**src/rtl/clock_key_ctrl.sv**
```systemverilog
// clock_key_ctrl: key sync/debounce, SET/RUN mode FSM, inc strobes, 1 Hz tick.
// Optional auto-repeat on adjust keys [2:0] in SET: define KEY_REPEAT_EN.
module clock_key_ctrl #(
  parameter int DEB_CYCLES = 1_000_000,
  parameter int TICK_DIV   = 50_000_000,
  parameter int REP_DELAY  = 25_000_000,
  parameter int REP_PERIOD = 5_000_000
) (
  input  logic       clk,
  input  logic       rst,
  input  logic [3:0] key_n,
  output logic       run,
  output logic       sec_tick,
  output logic       inc_sec,
  output logic       inc_min,
  output logic       inc_hour
);

  localparam int DW = (DEB_CYCLES > 1) ? $clog2(DEB_CYCLES) : 1;
  localparam int PW = (TICK_DIV > 1) ? $clog2(TICK_DIV) : 1;
  localparam logic [DW-1:0] DEB_MAX = DW'(DEB_CYCLES - 1);
  localparam logic [PW-1:0] PRE_MAX = PW'(TICK_DIV - 1);

  typedef enum logic {
    S_SET = 1'b0,
    S_RUN = 1'b1
  } state_t;

  state_t        r_state;
  state_t        w_state_nxt;
  logic [3:0]    r_s1;
  logic [3:0]    r_s2;
  logic [3:0]    r_deb;
  logic [3:0]    r_press;
  logic [DW-1:0] r_cnt [4];
  logic [3:0]    w_fall;
  logic [PW-1:0] r_pre;
  logic          r_tick;
  logic [2:0]    r_inc;
  logic [2:0]    w_rep;

  assign run      = (r_state == S_RUN);
  assign sec_tick = r_tick;
  assign inc_sec  = r_inc[2];
  assign inc_min  = r_inc[1];
  assign inc_hour = r_inc[0];

  // two-flop synchroniser, idles at released level
  always_ff @(posedge clk or negedge rst) begin
    if (!rst) begin
      r_s1 <= '1;
      r_s2 <= '1;
    end else begin
      r_s1 <= key_n;
      r_s2 <= r_s1;
    end
  end

  // debounced level about to fall: accepted press this edge
  always_comb begin
    w_fall = '0;
    for (int i = 0; i < 4; i++) begin
      w_fall[i] = (r_s2[i] != r_deb[i]) &&
                  (r_cnt[i] == DEB_MAX) &&
                  !r_s2[i];
    end
  end

  // per-key stability counters and press pulses
  always_ff @(posedge clk or negedge rst) begin
    if (!rst) begin
      r_deb   <= '1;
      r_press <= '0;
      for (int i = 0; i < 4; i++) r_cnt[i] <= '0;
    end else begin
      r_press <= w_fall;
      for (int i = 0; i < 4; i++) begin
        if (r_s2[i] == r_deb[i]) begin
          r_cnt[i] <= '0;
        end else if (r_cnt[i] == DEB_MAX) begin
          r_deb[i] <= r_s2[i];
          r_cnt[i] <= '0;
        end else begin
          r_cnt[i] <= r_cnt[i] + 1'b1;
        end
      end
    end
  end

  // mode state register
  always_ff @(posedge clk or negedge rst) begin
    if (!rst) r_state <= S_SET;
    else      r_state <= w_state_nxt;
  end

  // mode key toggles SET/RUN
  always_comb begin
    w_state_nxt = r_state;
    unique case (r_state)
      S_SET: if (r_press[3]) w_state_nxt = S_RUN;
      S_RUN: if (r_press[3]) w_state_nxt = S_SET;
    endcase
  end

`ifdef KEY_REPEAT_EN
  localparam int RW = (REP_DELAY > 1) ? $clog2(REP_DELAY) : 1;
  localparam logic [RW-1:0] REP_LAST = RW'(REP_DELAY - 1);
  localparam logic [RW-1:0] REP_LOAD = RW'(REP_DELAY - REP_PERIOD);

  logic [RW-1:0] r_rtm [3];
  logic [2:0]    r_arm;
  logic [2:0]    r_rep;

  // hold timers: first repeat after REP_DELAY, then every REP_PERIOD
  always_ff @(posedge clk or negedge rst) begin
    if (!rst) begin
      r_arm <= '0;
      r_rep <= '0;
      for (int i = 0; i < 3; i++) r_rtm[i] <= '0;
    end else begin
      for (int i = 0; i < 3; i++) begin
        r_rep[i] <= 1'b0;
        if (w_fall[i] && !run) begin
          r_arm[i] <= 1'b1;
          r_rtm[i] <= '0;
        end else if (r_deb[i] || run || r_press[3]) begin
          r_arm[i] <= 1'b0;
        end else if (r_arm[i]) begin
          if (r_rtm[i] == REP_LAST) begin
            r_rep[i] <= 1'b1;
            r_rtm[i] <= REP_LOAD;
          end else begin
            r_rtm[i] <= r_rtm[i] + 1'b1;
          end
        end
      end
    end
  end

  assign w_rep = r_rep;
`else
  assign w_rep = '0;
`endif

  // adjust strobes only in SET, never alongside a mode change
  always_ff @(posedge clk or negedge rst) begin
    if (!rst) r_inc <= '0;
    else      r_inc <= (r_press[2:0] | w_rep) &
                       {3{!run && !r_press[3]}};
  end

  // seconds prescaler, cleared outside RUN and on leaving RUN
  always_ff @(posedge clk or negedge rst) begin
    if (!rst) begin
      r_pre  <= '0;
      r_tick <= 1'b0;
    end else begin
      r_tick <= run && !r_press[3] && (r_pre == PRE_MAX);
      if (!run || r_press[3] || (r_pre == PRE_MAX))
        r_pre <= '0;
      else
        r_pre <= r_pre + 1'b1;
    end
  end

endmodule
```
**config.mk**
```make
export PLATFORM = sky130hd
export DESIGN_NAME = clock_key_ctrl
export DESIGN_NICKNAME = d
export VERILOG_FILES = /design/src/rtl/clock_key_ctrl.sv
export SDC_FILE = /design/constraint.sdc
export NUM_CORES = 1
export LEC_CHECK = 0
export CAP_MARGIN = 40
export CELL_PAD_IN_SITES_DETAIL_PLACEMENT = 0
export CELL_PAD_IN_SITES_GLOBAL_PLACEMENT = 2
export CORE_ASPECT_RATIO = 0.75
export CORE_MARGIN = 3
export CORE_UTILIZATION = 44
export DETAILED_ROUTE_END_ITERATION = 12
export PLACE_DENSITY = 0.9
export RECOVER_POWER = 100
export SYNTH_ARGS = -nofsm -noshare
export SYNTH_HDL_FRONTEND = slang
export SYNTH_SLANG_ARGS = --single-unit
```
**constraint.sdc**
```tcl
create_clock -name clk -period 5 [get_ports clk]
set_input_delay 1 -clock clk [delete_from_list [all_inputs] [get_ports clk]]
set_output_delay 1 -clock clk [all_outputs]
set_load 0.01 [all_outputs]
```
==> impl_metrics.ini, run 1 <==
[sta]
final.period_utilization = 0.658
fin_ws_ns = 1.71
rsz0062_at_grt = false
fin_setup_tns_ns = 0
hold-worst-slack_ns = 0.359
period_minus_slack_ns = 3.29
worstMarginPinSlew_ns = 2.10
worst_clock_skew_ns = 0.00831
max_freq_ghz = 0.304
hold_viol = 0
slew_headroom = -0.412
finalSetupViolations = 0
drv_slew = 56

[final_layout]
final_common_cell = dfrtp_1
area_delta_synth_final_pct = 13.7
fin_area_um2 = 6940
fillCellCount = 1182
n_antenna_cell = 0
multiInputGateArea_um2 = 2710
layout.nets = 639
final_cell_mix = 115 x dfrtp_1, 67 x nor2_1, 39 x nand3_1, 39 x a21oi_1, 36 x nand2_1
register_area_um2 = 3190
drive_gt1_frac = 0.0829
fin_util = 0.522

[cts]
cts-htree-levels = 4
path_clk_slew_ns = 0.06
cts_setup_buffers = 0
clock_latency_ns = 0.41
cts_num_sinks = 127
cts_buffer_depth = 2
hold_buffers = 0
cts_tree = yes
cts-root-buf = clkbuf_16
cts_inserted_buffers = 17
cts_resized = 0

[min_path]
holdCritPathClass = flop to flop
hold_depth = 0

[detailed_routing]
vias_per_cell = 5.54
drc = 0
antenna_left = 0
wirelength_um = 12100
dr.pass1.iters = 4
post_drt_wl_per_cell_um = 15.0
vias = 4485
drt_iter0_drc = 274

[die]
core_area_um2 = 13300
die_area_um2 = 15300
ioPinCount = 11
start_util = 0.459
rows = 36
die_y_um = 108
die-width_um = 142

[power_and_ir_drop]
clkPwrFrac = 0.531
power.density_nw_per_um2 = 341
sw_frac_of_total = 0.215
p_int_mw = 1.85
ir_drop_v = 0.000208
sequentialPowerShare = 0.446
comb_power_share = 0.023
p_leak_nw = 2.70
switchingPower_mw = 0.509

[worst_setup_path]
critPathLaunchType = flop
crit_type = flop to flop
cp.required_ns = 5.25
worstRegToRegCells = 5
crit_chain = or4_1, or3_1, o41ai_1, clkbuf_1, nor2_1
endpoint_kind = flop
cp_slowest_stage_delay_ns = 0.97
crit_slowest_cell = o41ai_1
path_max_fanout = 19
cp.arrival_ns = 3.54

[status]
status = finished with violations
violations = capacitance limit, slew limit

[yosys]
synthFlopType = dfrtp_1
synthDistinctLibCells = 42
async_flop_share = 1.00
ys_ff_latch = 127
synth_cells = 603
ys_warn_count = 0
synth-edff-count = 0
synth_area_um2 = 6100
avgSynthCellArea_um2 = 10.1
yosysSeqAreaShare = 0.523
syn_nets = 616

[global_route]
grt_max_degree = 67
grt_pass1_wl_um = 21200
grt_use_total = 0.171
first_global_vias = 4516
grt-ovfl-total = 0
grt_antenna_before_repair = 0

[placed_design]
routabilityCongestion = 0.777
pre_cts_ws_ns = 2.64
port-buffer-count = 10
place_area_um2 = 6400
dp_hpwl_um = 7970

[run]
maxCapViolCount = 2
-- routing by layer --
layer	vias up	wire, µm	global-route usage
li1	2228	-	-
met1	2188	6330	0.243
met2	56	5330	0.260
met3	13	314	0.0385
met4	0	153	0.0603
met5	-	0	0
-- worst max-delay path, delay by kind of cell, from the launching register on --
family | cells | cell delay (ns)
simple gates | 3 | 0.99
flops | 1 | 0.43
compound gates | 1 | 0.97
buf+inv | 1 | 0.74
-- sequential cells by signal, summed over array words and instances (netlist names) --
| signal | flops |
|---|---|
| r_cnt | 80 |
| r_pre | 26 |
| r_deb | 4 |
| r_press | 4 |
| r_s1 | 4 |
| r_s2 | 4 |
| r_inc | 3 |
| run | 1 |
| sec_tick | 1 |
-- power by group through the flow --
stage                     clock (mW)  sequential, mW  combinational, mW
after floorplan                    0            1.07             0.0244
after global placement             0            1.07             0.0552
after detailed placement           0            1.07             0.0589
after CTS                       1.28            1.05             0.0592
after global routing            1.33            1.06             0.0623
final                           1.26            1.05             0.0534
-- cells by family after synthesis --
family | synth area share
AO/OA/AOI/OAI | 0.0845
multiplexers | 0.00738
AND/OR/NAND/NOR | 0.259
flip-flops | 0.523
buffers and inverters | 0.0254
XOR/XNOR | 0.0862
adder cells (fa/ha/maj) | 0.0144
-- worst paths after layout --
check / start / slack (ns) / to
max in group asynchronous: rst / 2.05 / r_cnt[71]$_DFF_PN0_
min in group asynchronous: rst / 0.51 / r_pre[23]$_DFF_PN0_
hold / removal: r_s1[3]$_DFF_PN1_ / 0.36 / r_s2[3]$_DFF_PN1_
setup reg to reg: r_pre[11]$_DFF_PN0_ / 1.71 / r_pre[4]$_DFF_PN0_
setup / recovery: r_pre[11]$_DFF_PN0_ / 1.71 / r_pre[4]$_DFF_PN0_
hold reg to reg: r_s1[3]$_DFF_PN1_ / 0.36 / r_s2[3]$_DFF_PN1_
-- cell type report --
class                           count  share of cell area
Clock inverter                     13              0.0236
Inverter                           21              0.0114
Tap cell                          171              0.0308
Sequential cell                   127               0.460
Multi-Input combinational cell    443               0.390
Timing Repair Buffer               16              0.0202
Clock buffer                       19              0.0638
-- synthesized netlist by cell type (2+ instances only) --
master    number  share of area
mux2_2         4         0.0074
nor2_1        67          0.041
and3b_1        2         0.0029
nor3_1        13          0.011
inv_1         21          0.013
a21oi_1       39          0.032
o31ai_1       14          0.017
and4_1         5         0.0072
or4_1         24          0.030
and3_1        10          0.010
nand4_2        2         0.0041
ha_1           7          0.014
or2_2          2         0.0021
xor2_1        25          0.036
and2_1        11          0.011
nor4_1        11          0.011
nand4b_1       2         0.0029
clkbuf_1       4         0.0025
nand2_1       36          0.022
o21ai_0       25          0.021
nand4_1       23          0.024
or3_1         30          0.031
buf_6          3         0.0055
nor4b_1        5         0.0072
xnor2_1       35          0.050
dfstp_2       12          0.052
nand3_1       39          0.032
buf_2          4         0.0033
dfrtp_1      115           0.47
-- per-stage QoR --
| stage | power (mW) | std cells |
|---|---|---|
| 6_report | 2.36 | 810 |
| 5_1_grt | 2.45 | 810 |
| 4_1_cts | 2.40 | 810 |
| 3_5_place_dp | 1.13 | 778 |
| 3_3_place_gp | 1.13 | 777 |
| 2_1_floorplan | 1.09 | 603 |
Power figures use the tool's default switching activity.
==> inputs of run 2 (changes only) <==
CORE_UTILIZATION = 41   (was 44)
PLACE_DENSITY = 0.85   (was 0.9)
clock period = 3.31 ns   (was 5 ns; I/O delays follow)
==> run 2 against run 1 <==
The run now ends clean. Non-clock buffer count up 1. Wire length up 0.30%. Sequential power up 51%. Clock power up 62%. Global-route usage down 0.77 points. Critical path type unchanged. Largest cell class unchanged. Largest power group unchanged.
==> impl_metrics.ini, run 2 (synthesis results as in run 1) <==
[worst_setup_path]
crit_buf_inv = 1
crit_type = flop to flop
crit_chain = or4_1, or3_1, o41ai_2, buf_4, a21oi_1
cp.arrival_ns = 3.10
critPathTopFamily = compound AO/OA/AOI/OAI gates
cp_slowest_stage_delay_ns = 0.94
path_max_fanout = 14
cp.required_ns = 3.60
endpoint_kind = flop
critPathLaunchType = flop
crit_slowest_cell = o41ai_2

[placed_design]
port-buffer-count = 10
dp_hpwl_um = 8340
dp_cells = 803
routabilityCongestion = 0.804
place_area_um2 = 6420

[final_layout]
final_common_cell = dfrtp_1
fin_util = 0.496
final_cell_mix = 115 x dfrtp_1, 67 x nor2_1, 39 x nand3_1, 39 x a21oi_1, 36 x nand2_1
drive_gt1_frac = 0.0875
top_register = r_cnt
area_delta_synth_final_pct = 14.7
n_antenna_cell = 0
instances_no_fill = 835
largestRegisters = r_cnt (80), r_pre (26)
layout.nets = 640
largest_register_ffs = 80
fin_area_um2 = 7000

[die]
ioPinCount = 11
rows = 37
die_area_um2 = 16400
core_area_um2 = 14100
die_y_um = 112
start_util = 0.432
die-width_um = 147

[detailed_routing]
drc = 0
antenna_left = 0
dr.pass1.iters = 4
vias = 4536
post_drt_wl_per_cell_um = 14.6
vias_per_cell = 5.43
drt_iter0_drc = 265
wirelength_um = 12200

[sta]
period_minus_slack_ns = 2.81
finalSetupViolations = 0
worst_clock_skew_ns = 0.00710
max_freq_ghz = 0.356
slew_headroom = 0.110
fin_setup_tns_ns = 0
hold_viol = 0
rsz0062_at_grt = false
worstMarginPinSlew_ns = 1.33
drv_slew = 0
final.period_utilization = 0.850

[cts]
cts_resized = 0
cts_tree = yes
cts_setup_buffers = 0
cts_inserted_buffers = 17
hold_buffers = 0
path_clk_slew_ns = 0.06
cts-root-buf = clkbuf_16
cts_num_sinks = 127
clock_latency_ns = 0.41
cts-htree-levels = 4
cts_buffer_depth = 2

[global_route]
grt_max_degree = 50
first_global_vias = 4556
grt_antenna_before_repair = 0
grt_use_total = 0.164
grt-ovfl-total = 0
grt_pass1_wl_um = 22000

[power_and_ir_drop]
p_int_mw = 2.97
switchingPower_mw = 0.746
power_mw = 3.71
p_leak_nw = 2.73
comb_power_share = 0.021
sw_frac_of_total = 0.201
ir_drop_v = 0.000283
clkPwrFrac = 0.550
sequentialPowerShare = 0.429
power.density_nw_per_um2 = 530

[status]
status = finished clean

[min_path]
holdCritPathClass = flop to flop

[run]
maxCapViolCount = 0
run 2: final cells by class:
class                   count  area [µm²]
repair buffers             17         125
inverters                  21        78.8
flip-flops and latches    127        3190
clock buffers              21         460
clock inverters            11         186
fillers                  1298        7120
multi-input cells         443        2710
well taps                 195         244
run 2: final timing paths:
path | startpoint | endpoint | slack (ns) | cells after the start
worst max-delay path | r_pre[11]$_DFF_PN0_ | r_pre[24]$_DFF_PN0_ | 0.50 | 5
worst min-delay path | r_s1[3]$_DFF_PN1_ | r_s2[3]$_DFF_PN1_ | 0.36 | 0
worst max register to register | r_pre[11]$_DFF_PN0_ | r_pre[24]$_DFF_PN0_ | 0.50 | 5
worst min register to register | r_s1[3]$_DFF_PN1_ | r_s2[3]$_DFF_PN1_ | 0.36 | 0
max in group asynchronous | rst | r_cnt[59]$_DFF_PN0_ | 0.96 | 2
min in group asynchronous | rst | r_cnt[37]$_DFF_PN0_ | 0.52 | 1
run 2: power by group through the flow:
stage / Clock (mW) / Sequential, mW / Combinational, mW
2_1_floorplan: 0 / 1.61 / 0.0368
6_report: 2.04 / 1.59 / 0.0781
3_3_place_gp: 0 / 1.62 / 0.0856
5_1_grt: 2.16 / 1.59 / 0.0927
4_1_cts: 2.08 / 1.59 / 0.0877
3_5_place_dp: 0 / 1.62 / 0.0872
run 2: through the flow:
| stage | hold slack [ns] | setup WS [ns] |
|---|---|---|
| 6_report | 0.355 | 0.498 |
| 4_1_cts | 0.297 | 0.760 |
| 3_3_place_gp | 0.348 | 0.864 |
| 3_5_place_dp | 0.349 | 0.760 |
| 5_1_grt | 0.362 | 0.356 |
| 2_1_floorplan | 0.345 | 1.24 |
run 2: per-layer routing:
| metal | vias to the layer above | wire [µm] | global-route usage | share of wire |
|---|---|---|---|---|
| met5 | - | 0 | 0 | 0 |
| met3 | 12 | 326 | 0.0431 | 0.027 |
| met4 | 0 | 142 | 0.0533 | 0.012 |
| li1 | 2229 | - | - | - |
| met2 | 41 | 5170 | 0.234 | 0.43 |
| met1 | 2254 | 6520 | 0.242 | 0.54 |
==> inputs of run 3 (changes only) <==
clock period = 2.7 ns   (was 3.31 ns; I/O delays follow)
==> run 3 against run 2 <==
The run now ends with capacitance limit, slew limit left. Global-route usage decreased by 0.088 points. Wire length decreased by 0.54%. Final cell count increased by 0.24%. Critical path depth unchanged. Utilization increased by 0.19 points. Hold slack about the same. Critical path type unchanged.
==> impl_metrics.ini, run 3 (synthesis results as in run 1) <==
[status]
status = finished with violations
violations = capacitance limit, slew limit

[placed_design]
routabilityCongestion = 0.792
dp_cells = 805
port-buffer-count = 10
pre_cts_ws_ns = 0.449
dp_hpwl_um = 7960

[sta]
worstMarginPinSlew_ns = 1.75
max_freq_ghz = 0.413
drv_slew = 128
final.period_utilization = 0.896
hold-worst-slack_ns = 0.355
rsz0062_at_grt = false
period_minus_slack_ns = 2.42
hold_viol = 0
slew_headroom = -0.167
fin_ws_ns = 0.280
finalSetupViolations = 0
worst_clock_skew_ns = 0.00578
fin_setup_tns_ns = 0

[global_route]
grt_antenna_before_repair = 0
grt_use_total = 0.163
grt_max_degree = 128
first_global_vias = 4561
grt_pass1_wl_um = 21900
grt-ovfl-total = 0

[detailed_routing]
antenna_left = 0
post_drt_wl_per_cell_um = 14.5
dr.pass1.iters = 4
drc = 0
vias = 4535
drt_iter0_drc = 306
vias_per_cell = 5.42
wirelength_um = 12100

[worst_setup_path]
crit_type = flop to flop
cp.required_ns = 2.97
worstRegToRegCells = 5
critPathLaunchType = flop
critPathTopFamily = simple AND/OR/NAND/NOR gates
crit_chain = or4_1, or3_4, o41ai_2, clkbuf_1, a21oi_1
path_max_fanout = 11
cp_slowest_stage_delay_ns = 0.54
critPathLaunch = r_pre[11]$_DFF_PN0_
reg2reg_slack_ns = 0.28
crit_buf_inv = 1
crit_slowest_cell = or4_1
cp.arrival_ns = 2.69
r2r_end = r_pre[19]$_DFF_PN0_
endpoint_kind = flop
r2r_start = r_pre[11]$_DFF_PN0_

[power_and_ir_drop]
power.density_nw_per_um2 = 636
p_leak_nw = 2.74
p_int_mw = 3.52
ir_drop_v = 0.000379
sw_frac_of_total = 0.212
clkPwrFrac = 0.542
comb_power_share = 0.022
sequentialPowerShare = 0.437
switchingPower_mw = 0.946
power_mw = 4.47

[die]
ioPinCount = 11
rows = 37
die-width_um = 147
core_area_um2 = 14100
start_util = 0.432
die_area_um2 = 16400
die_y_um = 112

[final_layout]
top_register = r_cnt
layout.nets = 642
fillCellCount = 1338
n_antenna_cell = 0
largestRegisters = r_cnt (80), r_pre (26)
drive_gt1_frac = 0.0981
area_delta_synth_final_pct = 15.2
instances_no_fill = 837
largest_register_ffs = 80
final_common_cell = dfrtp_1
final_cell_mix = 115 x dfrtp_1, 67 x nor2_1, 39 x nand3_1, 39 x a21oi_1, 36 x nand2_1

[cts]
cts_setup_buffers = 0
hold_buffers = 0
cts_num_sinks = 127
path_clk_slew_ns = 0.06
clock_latency_ns = 0.42
cts_inserted_buffers = 17
cts_buffer_depth = 2
cts-root-buf = clkbuf_16
cts-htree-levels = 4
cts_resized = 0
cts_tree = yes

[run]
maxCapViolCount = 1

[min_path]
hold_end = r_s2[0]$_DFF_PN1_
holdCritStartpoint = r_s1[0]$_DFF_PN1_
hold_depth = 0
holdCritPathClass = flop to flop
## run 3: worst max-delay path by stage
stage                          endpoint  slack [ns]  cells past startpoint
CTS                 r_cnt[58]$_DFF_PN0_        0.43                      4
detailed placement  r_cnt[58]$_DFF_PN0_        0.45                      4
finish              r_pre[19]$_DFF_PN0_        0.28                      5
global route        r_pre[19]$_DFF_PN0_        0.17                      5
floorplan           r_pre[17]$_DFF_PN0_        0.63                      5
global placement    r_cnt[45]$_DFF_PN0_        0.50                      4
## run 3: layout make-up
class	count	area [µm²]	share of cell area
Clock inverter	14	188	0.0267
Sequential cell	127	3190	0.455
Timing Repair Buffer	19	150	0.0214
Multi-Input combinational cell	443	2730	0.389
Clock buffer	18	439	0.0625
Tap cell	195	244	0.0347
Inverter	21	78.8	0.0112
## run 3: per-layer routing
metal,GRT usage,routed length [µm]
met1,0.233,6330
met5,0,0
met2,0.238,5230
met3,0.0431,337
met4,0.0608,200
## run 3: stage by stage
step	utilization	instance area (µm²)
floorplan	-	6100
global placement	0.456	6440
detailed placement	0.456	6440
CTS	0.501	7070
global route	0.497	7020
finish	0.497	7020
## run 3: power by group through the flow
stage / clock network [mW] / logic (mW) / registers (mW)
floorplan: 0 / 0.0451 / 1.98
global placement: 0 / 0.105 / 1.98
detailed placement: 0 / 0.107 / 1.98
CTS: 2.49 / 0.108 / 1.95
global route: 2.57 / 0.115 / 1.96
finish: 2.42 / 0.0966 / 1.95
